<file path="src/rtl/apb_arbiter.sv">
// Two-master (M0 Sampler, M1 Computer) to one-slave (Memory) APB arbiter that runs
// its own SETUP/ACCESS phases. Define RR_ARB_EN for round-robin ties; otherwise M0 wins.
module apb_arbiter #(
    parameter int ADDR_W = 8,
    parameter int DATA_W = 32
) (
    input  logic              pclk_i,
    input  logic              preset_i,

    input  logic              m0_psel_i,
    input  logic              m0_penable_i,
    input  logic [ADDR_W-1:0] m0_paddr_i,
    input  logic [DATA_W-1:0] m0_pwdata_i,
    input  logic              m0_pwrite_i,
    output logic [DATA_W-1:0] m0_prdata_o,
    output logic              m0_pready_o,
    output logic              m0_pslverr_o,

    input  logic              m1_psel_i,
    input  logic              m1_penable_i,
    input  logic [ADDR_W-1:0] m1_paddr_i,
    input  logic [DATA_W-1:0] m1_pwdata_i,
    input  logic              m1_pwrite_i,
    output logic [DATA_W-1:0] m1_prdata_o,
    output logic              m1_pready_o,
    output logic              m1_pslverr_o,

    output logic              s_psel_o,
    output logic              s_penable_o,
    output logic [ADDR_W-1:0] s_paddr_o,
    output logic [DATA_W-1:0] s_pwdata_o,
    output logic              s_pwrite_o,
    input  logic [DATA_W-1:0] s_prdata_i,
    input  logic              s_pready_i,
    input  logic              s_pslverr_i,

    output logic [1:0]        grant_o
);

    typedef enum logic [1:0] {
        IDLE   = 2'd0,
        SETUP  = 2'd1,
        ACCESS = 2'd2
    } state_t;

    state_t     state;
    logic [1:0] req;
    logic [1:0] winner;
    logic       in_access;
    logic       done;
    logic       m0_live;
    logic       m1_live;

    assign req       = {m1_psel_i, m0_psel_i};
    assign in_access = (state == ACCESS);
    assign done      = in_access & s_pready_i;

`ifdef RR_ARB_EN
    logic rr_ptr;  // 0 prefers M0, 1 prefers M1 on a tie

    // NOTE: every variable written in always_comb gets a default first so no latch is inferred.
    always_comb begin
        winner = req;
        if (req == 2'b11)
            winner = rr_ptr ? 2'b10 : 2'b01;
    end

    // NOTE: sequential state uses non-blocking assignments so all flops update together.
    always_ff @(posedge pclk_i or posedge preset_i) begin
        if (preset_i)
            rr_ptr <= 1'b0;
        else if (done)
            rr_ptr <= grant_o[0];
    end
`else
    always_comb begin
        winner = 2'b00;
        if (req[0])
            winner = 2'b01;
        else if (req[1])
            winner = 2'b10;
    end
`endif

    always_ff @(posedge pclk_i or posedge preset_i) begin
        if (preset_i) begin
            state       <= IDLE;
            grant_o     <= 2'b00;
            s_psel_o    <= 1'b0;
            s_penable_o <= 1'b0;
        end else begin
            case (state)
                IDLE: begin
                    if (|req) begin
                        grant_o  <= winner;
                        s_psel_o <= 1'b1;
                        state    <= SETUP;
                    end
                end
                SETUP: begin
                    s_penable_o <= 1'b1;
                    state       <= ACCESS;
                end
                ACCESS: begin
                    if (s_pready_i) begin
                        grant_o     <= 2'b00;
                        s_psel_o    <= 1'b0;
                        s_penable_o <= 1'b0;
                        state       <= IDLE;
                    end
                end
                default: state <= IDLE;
            endcase
        end
    end

    always_comb begin
        s_paddr_o  = '0;
        s_pwdata_o = '0;
        s_pwrite_o = 1'b0;
        if (state != IDLE) begin
            if (grant_o[1]) begin
                s_paddr_o  = m1_paddr_i;
                s_pwdata_o = m1_pwdata_i;
                s_pwrite_o = m1_pwrite_i;
            end else if (grant_o[0]) begin
                s_paddr_o  = m0_paddr_i;
                s_pwdata_o = m0_pwdata_i;
                s_pwrite_o = m0_pwrite_i;
            end
        end
    end

    // A granted master that abandoned its ACCESS phase gets no response; the slave
    // transfer still runs to completion.
    assign m0_live = grant_o[0] & in_access & m0_psel_i & m0_penable_i;
    assign m1_live = grant_o[1] & in_access & m1_psel_i & m1_penable_i;

    assign m0_pready_o  = m0_live & s_pready_i;
    assign m0_pslverr_o = m0_live & s_pslverr_i;
    assign m0_prdata_o  = m0_live ? s_prdata_i : '0;

    assign m1_pready_o  = m1_live & s_pready_i;
    assign m1_pslverr_o = m1_live & s_pslverr_i;
    assign m1_prdata_o  = m1_live ? s_prdata_i : '0;

endmodule
</file>
<file path="config.mk">
export PLATFORM = sky130hd
export DESIGN_NAME = apb_arbiter
export DESIGN_NICKNAME = d
export VERILOG_FILES = /design/src/rtl/apb_arbiter.sv
export SDC_FILE = /design/constraint.sdc
export NUM_CORES = 1
export LEC_CHECK = 0
export BUFFER_PORTS_ARGS = -buffer_cell sky130_fd_sc_hd__buf_2
export CORE_AREA = 2 2 90 92
export CTS_BUF_LIST = sky130_fd_sc_hd__clkbuf_8
export DETAILED_ROUTE_END_ITERATION = 8
export DIE_AREA = 0 0 92 94
export GPL_TIMING_DRIVEN = 0
export PLACE_DENSITY_LB_ADDON = 0.2
export SETUP_SLACK_MARGIN = 0.05
export SLEW_MARGIN = 20
export SYNTH_ARGS = -nofsm -noshare
export SYNTH_HDL_FRONTEND = slang
export SYNTH_SLANG_ARGS = --single-unit
</file>
<file path="constraint.sdc">
create_clock -name pclk_i -period 1.7 [get_ports pclk_i]
set_input_delay 0 -clock pclk_i [delete_from_list [all_inputs] [get_ports pclk_i]]
set_output_delay 0 -clock pclk_i [all_outputs]
set_load 0.01 [all_outputs]
</file>
# == After elaboration in Yosys (flattened, before gate mapping) ==
# Index checks and enable logic that the tools add are counted.
# Widths: inputs -> output; s select.
# totals
ff_bits,6
inputBits,122
out_inout_bits,113
elab_cells,48
# op_classes
eq_ne,4
muxes,22
bitwise_logic,10
n_reduce_logical,8
# op_table
operator,n
$mux 32,5
$mux 8,3
$and 1x1->1,10
$mux 2,5
$pmux 2 s3,1
$reduce_bool 2->1,3
$mux 1,5
$ne 2x2->1 const B,2
$pmux 1 s2,2
$pmux 2 s2,1
$reduce_and 2->1,2
$reduce_and 3->1,1
$eq 2x1->1 const B,1
$eq 2x2->1 const B,1
$logic_not 2->1,1
$reduce_or 2->1,1

# == Logic depth before layout (Yosys ltp) ==
# Gate-level depths: netlist (run 1).
# depth
depth_word,5
depth_mapped,6
mapped_depth_nobuf,3

# == Worst setup path after synthesis (run 1) ==
# No wires, ideal clock.
# synth_timing
path_type,reg2out
from,register grant_o[1]
to,output port s_pwdata_o[0]
arrival_ps,1253
required_time_ps,1700
setup_slack_ps,447
stages_incl_launch_ff,7
n_path_buf,3
path_cell_list,dfrtp_1 buf_2 nor2b_1 clkbuf_1 buf_2 a22oi_1 nor2_1
# synth_via
elab_chain_len,2
# synth_rtl
item,line,text
"start, declared",37,output logic [1:0] grant_o
"start signal, assigned",95,grant_o <= winner;
$mux 32,122,if (grant_o[1]) begin
$mux 32,121,if (state != IDLE) begin
"end, declared",31,"output logic [DATA_W-1:0] s_pwdata_o,"
# Every way passes these cells.

# == Worst setup path after layout (run 1) ==
# layout_timing
from,register grant_o[1]
to,output port s_pwdata_o[14]
# Same word-level chain as after synthesis.

==> impl_metrics.yaml, run 1 <==
cts:
  cts.sinks: 6
  cts_buffers: 3
  cts_max_level: 1
  path_clk_slew_ns: 0.03
  clk_latency_ns: 0.22
  clockBufferDepth: 2
  cts_tree: "built"
  cts-root-buf: "clkbuf_8"
yosys:
  synth_compound_area_share_pct: 29.6
  yosys-top-cells-area: "and2_1, a22oi_1, nor2_1"
  synth_edf_count: 0
  synthArstFlopShare_pct: 100
  ys_seq_area_share_pct: 11.7
  synth_top_family_by_area: "simple AND/OR/NAND/NOR gates"
  synth_top_area_share_pct: 32.5
  avgSynthCellArea_sq_um: 6.38
  yosys.area.top_type: "and2_1"
  synth_seq_cells: 6
  yosysUniqueCellTypes: 25
  synth_flop_cell: "dfrtp_1"
  synth_nets: 324
  ys_warn_count: 0
  netlist_area_sq_um: 1290
  yosys.area_share.xor_xnor_pct: 0
  synthCells: 202
  synth-simple-area-share_pct: 48.7
  synth_mux_area_share_pct: 0
  synth-adder-area-share_pct: 0
worst_setup_path:
  rr_worst_depth: 4
  slowest_delay_ns: 0.36
  crit_path_max_fanout: 10
  regToRegSetupSlack_ns: 0.51
  setup.worst_path.class: "flop to primary output"
  crit_family: "buffers and inverters"
  path_cells: "buf_4, nor2b_2, clkbuf_4, buf_4, a22oi_1, nor2_1, buf_2"
  reg2reg_from: "state[0]"
  path_buf_inv: 4
  critical_path.startpoint_type: "flop"
  crit_start: "grant_o[1]"
  path_depth: 7
  arrival_ns: 1.58
  cp_slowest_cell: "dfrtp_1"
  crit_path_frequent_cell: "buf_4"
  endpoint_kind: "primary output"
  cp.required_ns: 1.70
timing:
  tns_ns: 0
  worst_pin_slew_ns: 0.435
  relSlewSlack_pct: 71.0
  finalSetupViolations: 0
  hold_violations: 0
  min_period_ns: 1.58
  rsz0062_at_grt: "yes"
  fin_skew_ns: 0.000593
  final-max-slew-violation-count: 0
  fmax_mhz: 633
  finalCritPeriodShare_pct: 92.9
global_routing:
  track_usage_pct: 15.7
  grt_max_degree: 11
  antenna_found_initial: 3
  grt_pass1_vias: 2110
  grt_pass1_wl_um: 10900
  grt.overflow.total: 0
power:
  vdd_drop_max_v: 0.000494
  p_leak_nw: 1.73
  power.density_nw_per_um2: 1090
drt:
  ant_nets: 0
  via_count: 2309
  totalWireLength_um: 7570
  drtIter0Drc: 57
  dr.pass1.iters: 4
  drcViolationCount: 0
  wire_per_inst_um: 13.8
  via_per_inst: 4.21
final_layout:
  fillCellCount: 857
  nets: 568
  fin_area_sq_um: 2750
  area_delta_synth_final_pct: 113
  drive_gt1_share_pct: 60.1
placed_design:
  io_buffers: 234
  place_hpwl_um: 6640
  place_area_sq_um: 2590
  globalplace.congestion: 0.759
die:
  pin_count: 235
  num_rows: 32
  core-area_sq_um: 7610
  die_width_um: 92
  die_area_sq_um: 8650
  fp.dieH_um: 94
  start_util_pct: 16.9
run:
  maxCapViolCount: 0
hold_path:
  hold_depth: 2
  hold_class: "primary input to flop"
  hp-start: "s_pready_i"
status:
  status: "complete, no violations"
## synth_stat cells, types with 3 or more instances
| library cell | count |
|---|---|
| clkbuf_2 | 6 |
| clkbuf_1 | 5 |
| inv_1 | 5 |
| buf_2 | 10 |
| nor2_1 | 43 |
| a22oi_1 | 41 |
| a21oi_1 | 3 |
| and2_1 | 67 |
| dfrtp_1 | 6 |
## power breakdown
part	switching (mW)	internal (mW)
logic	1.48	1.06
clock network	0.0529	0.151
registers	0.0329	0.209
## through the flow
stage	cells	hold slack (ns)	utilization, %	worst slack (ns)	power [mW]
after floorplan	202	-0.209	-	0.447	1.69
after global placement	538	-0.0905	34.0	0.128	2.66
after detailed placement	538	-0.0890	34.0	0.135	2.67
after CTS	543	0.0239	35.3	0.0659	2.98
after global routing	546	0.0413	36.0	0.0299	3.30
final	548	0.0255	36.1	0.121	3.00
## registers in the layout, indices dropped and copies added, names as in the netlist
name and flops:
grant_o 2, s_penable_o 1, state 2, s_psel_o 1
## worst paths after layout
| kind | endpoint |
|---|---|
| max | s_pwdata_o[14] |
| min | s_penable_o |
| max reg2reg | s_psel_o |
| min reg2reg | s_psel_o |
| max in group asynchronous | grant_o[1] |
| min in group asynchronous | s_psel_o |
## worst register-to-register path, cell delays in order, from the launching register on
cell and delay, ns:
dfrtp_1 0.34, buf_2 0.18, inv_1 0.16, a21boi_0 0.11, a211o_1 0.27
## final cells by class
class | instances | area [sq um] | area share [%]
inverter | 6 | 22.5 | 0.820
clock buffer | 3 | 41.3 | 1.50
timing repair buffer | 239 | 1210 | 44.2
antenna | 2 | 5.00 | 0.182
multi-input combinational | 168 | 1020 | 37.3
buffer | 22 | 160 | 5.83
sequential | 6 | 150 | 5.47
tap | 102 | 128 | 4.65
## cells in the final DEF (no fill, tap or decap), types with 2 or more instances in the layout
cell type	instances
buf_2	239
and2_1	66
a22oi_1	41
nor2_1	41
buf_6	7
buf_4	6
dfrtp_1	6
inv_1	5
a21oi_1	3
clkbuf_4	3
clkbuf_2	3
clkbuf_8	3
diode_2	2
## cells by family after synthesis
kind of cell / Yosys count
simple gates: 116
compound gates: 52
flops: 6
buf+inv: 28
## repair_timing
action | 4_1_cts | 5_1_grt
hold endpoints to repair | 6 | 0
setup endpoints to repair | 100 | 74
setup buffers | 1 | 3
hold buffers | 1 | 0
gates resized for setup | 14 | 22
pin swaps | 1 | 1
## layer usage
| layer | wire length, um | part of all wire, % | up-vias | global-route usage (%) |
|---|---|---|---|---|
| li1 | - | - | 1175 | - |
| met1 | 2700 | 36 | 1012 | 16.5 |
| met2 | 4000 | 53 | 114 | 30.6 |
| met3 | 823 | 11 | 6 | 5.70 |
| met4 | 30 | 0.40 | 2 | 1.87 |
| met5 | 13 | 0.17 | - | 0 |
No activity file was read; power rests on OpenSTA's default activity.
==> run 2, diff against run 1 <==
==> constraint.sdc (replaced) <==
create_clock -name pclk_i -period 1.7 [get_ports pclk_i]
set_input_delay 0.255 -clock pclk_i [delete_from_list [all_inputs] [get_ports pclk_i]]
set_output_delay 0.255 -clock pclk_i [all_outputs]
set_load 0.01 [all_outputs]
==> run 2 against run 1 <==
Register-to-register slack worse by 0.09 ns. Count of clock-buffer cells in the layout unchanged. Sequential power up 3%. Critical path depth down 1. First-iteration DRC count decreased by 37%. Maximum frequency decreased by 13%. Largest cell class unchanged. Hold slack better by 0.26 ns. Non-clock buffer count is 17 higher. Sequential share of layout area is 1.3 points lower. Clock power about the same. Utilization increased by 11 points. The flow now finishes with violations (setup timing). Worst setup slack got worse by 0.24 ns.
==> impl_metrics.yaml, run 2 (synthesized netlist as in run 1, its figures left out) <==
status:
  status: "finished, violations left"
  violations: "setup timing"
cts:
  path_clk_slew_ns: 0.03
  cts_buffers: 3
  cts-root-buf: "clkbuf_8"
  cts_tree: "built"
  clk_latency_ns: 0.22
  cts_max_level: 1
  cts.sinks: 6
  clockBufferDepth: 2
timing:
  finalSetupViolations: 80
  relSlewSlack_pct: 80.1
  finalCritPeriodShare_pct: 107
  final-max-slew-violation-count: 0
  postLayoutSetupSlackWorst_ns: -0.115
  fmax_mhz: 551
  worst_pin_slew_ns: 0.299
  tns_ns: -3.70
  min_period_ns: 1.82
  hold_violations: 0
  rsz0062_at_grt: "yes"
  fin_skew_ns: 0.000197
final_layout:
  layout_commonest_cell: "buf_2"
  area_delta_synth_final_pct: 180
  top_regs: "grant_o x2, state x2"
  nets: 585
  drive_gt1_share_pct: 78.3
  mostFrequentLayoutCells: "buf_2, buf_6, a22oi_2"
  fillCellCount: 770
  multiInputGateArea_sq_um: 1320
  regArea_sq_um: 150
  utilization_pct: 47.4
worst_setup_path:
  crit_family: "buffers and inverters"
  cp_slowest_cell: "dfrtp_1"
  setup.worst_path.class: "flop to primary output"
  critical_path.startpoint_type: "flop"
  crit_path_max_fanout: 7
  arrival_ns: 1.56
  slowest_delay_ns: 0.37
  cp.required_ns: 1.44
  endpoint_kind: "primary output"
  path_buf_inv: 4
  path_cells: "buf_6, nor4_4, buf_6, buf_8, and2_4, buf_6"
  crit_path_frequent_cell: "buf_6"
  regToRegSetupSlack_ns: 0.42
drt:
  ant_nets: 0
  dr.pass1.iters: 4
  drtIter0Drc: 36
  totalWireLength_um: 8610
  via_per_inst: 4.40
  wire_per_inst_um: 15.2
  via_count: 2491
  drcViolationCount: 0
die:
  pin_count: 235
  die_area_sq_um: 8650
  num_rows: 32
  start_util_pct: 16.9
  die_width_um: 92
  core-area_sq_um: 7610
  fp.dieH_um: 94
global_routing:
  antenna_found_initial: 4
  grt_pass1_wl_um: 12000
  grt_max_degree: 11
  track_usage_pct: 17.3
  grt.overflow.total: 0
  grt_pass1_vias: 2358
placed_design:
  io_buffers: 234
  place_hpwl_um: 6640
  globalplace.congestion: 0.759
power:
  p_seq_share_pct: 5.8
  p_sw_mw: 1.98
  netSwitchingFraction_pct: 46.1
  cell_internal_pwr_mw: 2.31
  p_leak_nw: 1.96
  pwr-share-clk_pct: 4.8
  combPwrFrac_pct: 89.4
  power.density_nw_per_um2: 1190
  vdd_drop_max_v: 0.000654
run:
  maxCapViolCount: 0
hold_path:
  hold_class: "primary input to flop"
-- run 2: repair_timing --
action	in CTS	in global routing
gates cloned	8	2
setup buffers	11	4
hold buffers	1	0
endpoints found under the hold margin	6	0
gates resized for setup	132	58
pin swaps	47	30
endpoints found under the setup margin	108	109
-- run 2: worst paths after layout --
check                           cells after the start        from              end
max in group asynchronous                           3    preset_i       grant_o[1]
min in group asynchronous                           3    preset_i         s_psel_o
worst max register to register                      6    state[1]       grant_o[1]
worst max-delay path                                6    state[0]  m0_prdata_o[27]
worst min-delay path                                2  s_pready_i      s_penable_o
worst min register to register                      1    s_psel_o         s_psel_o
-- run 2: area by class of cell --
| cell class | instances | share of cell area (%) |
|---|---|---|
| flip-flops and latches | 6 | 4.17 |
| well taps | 102 | 3.54 |
| clock buffers | 3 | 1.15 |
| inverters | 6 | 0.695 |
| plain buffers | 22 | 7.92 |
| diodes | 3 | 0.208 |
| repair buffers | 256 | 45.6 |
| multi-input cells | 168 | 36.7 |
-- run 2: per-layer routing --
| metal | track usage (%) | wire, um | vias to the layer above |
|---|---|---|---|
| met3 | 5.70 | 829 | 14 |
| li1 | - | - | 1213 |
| met2 | 33.6 | 4600 | 122 |
| met1 | 17.7 | 2980 | 1140 |
| met4 | 4.73 | 183 | 2 |
| met5 | 0 | 13 | - |
-- run 2: through the flow --
stage	instance area [sq um]	worst slack, ns	power [mW]	hold WS (ns)	cells
after floorplan	1290	0.192	1.69	0.0460	202
final	3600	-0.115	4.28	0.290	566
after global placement	2590	-0.127	2.66	0.165	538
after global routing	3600	-0.168	4.62	0.302	564
after CTS	3360	-0.117	4.03	0.284	561
after detailed placement	2590	-0.120	2.67	0.166	538
-- run 2: power by group through the flow --
stage	Combinational [mW]	Sequential [mW]	Clock (mW)
detailed placement	2.43	0.240	0
global route	4.14	0.259	0.218
global placement	2.42	0.240	0
finish	3.83	0.250	0.204
floorplan	1.43	0.257	0
CTS	3.57	0.248	0.212
==> run 3, diff against run 2 <==
BUFFER_PORTS_ARGS = default   (was -buffer_cell sky130_fd_sc_hd__buf_2)
CTS_BUF_LIST = sky130_fd_sc_hd__clkbuf_4   (was sky130_fd_sc_hd__clkbuf_8)
DONT_BUFFER_PORTS = 1   (was default)
clock period = 1.8 ns   (was 1.7 ns; I/O delays follow)
==> run 3 against run 2 <==
The flow still finishes with violations (setup timing). Sequential cell count stayed put. Critical endpoint is now m1_prdata_o[23]. Hold slack worse by 0.14 ns. Via count is 34% lower. Global-route usage is 3.7 points lower. Combinational power is 29% lower. Total power is 28% lower. Largest power group unchanged. Clock skew hardly changed. Wire length is 18% lower. Count of clock-buffer cells in the layout stayed put. Final area is 38% lower. Register-to-register slack better by 0.26 ns. Die area stayed put.
==> impl_metrics.yaml, run 3 (synthesized netlist as in run 1, its figures left out) <==
status:
  status: "finished, violations left"
  violations: "setup timing"
timing:
  hold_violations: 0
  final-max-slew-violation-count: 0
  fmax_mhz: 553
  rsz0062_at_grt: "yes"
  finalSetupViolations: 15
  hold_ws_ns: 0.146
  min_period_ns: 1.81
  worst_pin_slew_ns: 0.269
  fin_skew_ns: 0.000239
  postLayoutSetupSlackWorst_ns: -0.00986
  finalCritPeriodShare_pct: 101
  relSlewSlack_pct: 82.0
global_routing:
  grt.overflow.total: 0
  grt_pass1_wl_um: 9030
  grt_max_degree: 11
  antenna_found_initial: 0
  grt_pass1_vias: 1522
  track_usage_pct: 13.6
final_layout:
  layout_commonest_cell: "and2_4"
  fillCellCount: 815
  finalNonFillerCells: 326
  drive_gt1_share_pct: 76.3
  nets: 348
  area_delta_synth_final_pct: 72.5
  multiInputGateArea_sq_um: 1400
  utilization_pct: 29.2
  regArea_sq_um: 153
  top_regs: "grant_o x2, state x2"
  mostFrequentLayoutCells: "and2_4, nor2_2, a22oi_1"
  antenna_cells: 0
drt:
  totalWireLength_um: 7040
  dr.pass1.iters: 4
  drcViolationCount: 0
  via_count: 1654
  wire_per_inst_um: 21.6
  drtIter0Drc: 37
  via_per_inst: 5.07
  ant_nets: 0
cts:
  cts-root-buf: "clkbuf_4"
  cts.sinks: 6
  clockBufferDepth: 2
  cts_max_level: 1
  cts_buffers: 3
  path_clk_slew_ns: 0.04
  cts_tree: "built"
  clk_latency_ns: 0.23
hold_path:
  hold_class: "primary input to flop"
  hold_depth: 1
power:
  p_leak_nw: 0.871
  power.total_mw: 3.10
  vdd_drop_max_v: 0.000323
  power.density_nw_per_um2: 1390
die:
  start_util_pct: 16.9
  die_area_sq_um: 8650
  core-area_sq_um: 7610
  die_width_um: 92
  pin_count: 235
  fp.dieH_um: 94
  num_rows: 32
run:
  maxCapViolCount: 0
worst_setup_path:
  setup.worst_path.class: "flop to primary output"
  crit_path_max_fanout: 6
  rr_worst_depth: 4
  endpoint_kind: "primary output"
  critical_path.startpoint_type: "flop"
  arrival_ns: 1.54
  cp.required_ns: 1.53
placed_design:
  io_buffers: 0
  place_hpwl_um: 5650
  globalplace.congestion: 0.721
  dp.cells: 304
## run 3: changes by cell type in the layout (fill, tap and decap cells not counted), sizes merged
cell / change
buf: -234
clkbuf: -3
diode: -3
## run 3: final timing paths
kind | start | endpoint | slack (ns)
worst max-delay path | grant_o[1] | m1_prdata_o[23] | -0.01
worst min-delay path | s_pready_i | s_penable_o | 0.15
worst max register to register | state[0] | s_psel_o | 0.68
worst min register to register | s_psel_o | s_psel_o | 0.58
max in group asynchronous | preset_i | grant_o[1] | 1.23
min in group asynchronous | preset_i | s_penable_o | 0.38
## run 3: worst max-delay path: stages, from the launching register on
cell       delay [ns]
dfrtp_2          0.40
buf_6            0.15
nand4_1          0.17
nor2_4           0.16
buf_12           0.14
clkbuf_16        0.13
and2_4           0.15
## run 3: power breakdown
part           switching (mW)  total (mW)  internal, mW
logic                    1.59        2.72          1.13
registers              0.0675       0.269         0.202
clock network          0.0400       0.115        0.0748
total                    1.70        3.10          1.40
## run 3: area by class of cell
| type | count | area share [%] |
|---|---|---|
| well taps | 102 | 5.74 |
| clock buffers | 3 | 1.01 |
| multi-input cells | 168 | 63.1 |
| flip-flops and latches | 6 | 6.87 |
| repair buffers | 19 | 10.9 |
| plain buffers | 22 | 11.3 |
| inverters | 6 | 1.13 |
## run 3: per-layer routing
metal	part of all wire, %	vias up	global-route usage (%)
li1	-	731	-
met1	32	792	13.2
met2	53	121	25.4
met3	13	10	6.74
met4	2.5	0	4.23
met5	0	-	0
## run 3: what timing repair did
action                                  in CTS  in global routing
setup buffers                                8                  4
resized for setup                          154                 39
endpoints found under the setup margin     108                107
hold buffers                                 1                  0
endpoints found under the hold margin        6                  0
gates cloned                                 4                  2
pin swaps                                   50                 36
## run 3: metrics by stage
stage | setup WS (ns) | instance area (sq um) | setup TNS (ns)
after floorplan | 0.277 | 1290 | 0
after global placement | -0.234 | 1420 | -4.22
after detailed placement | -0.232 | 1420 | -4.54
after CTS | -0.0723 | 2030 | -1.69
after global routing | -0.0761 | 2220 | -3.02
final | -0.00986 | 2220 | -0.0831
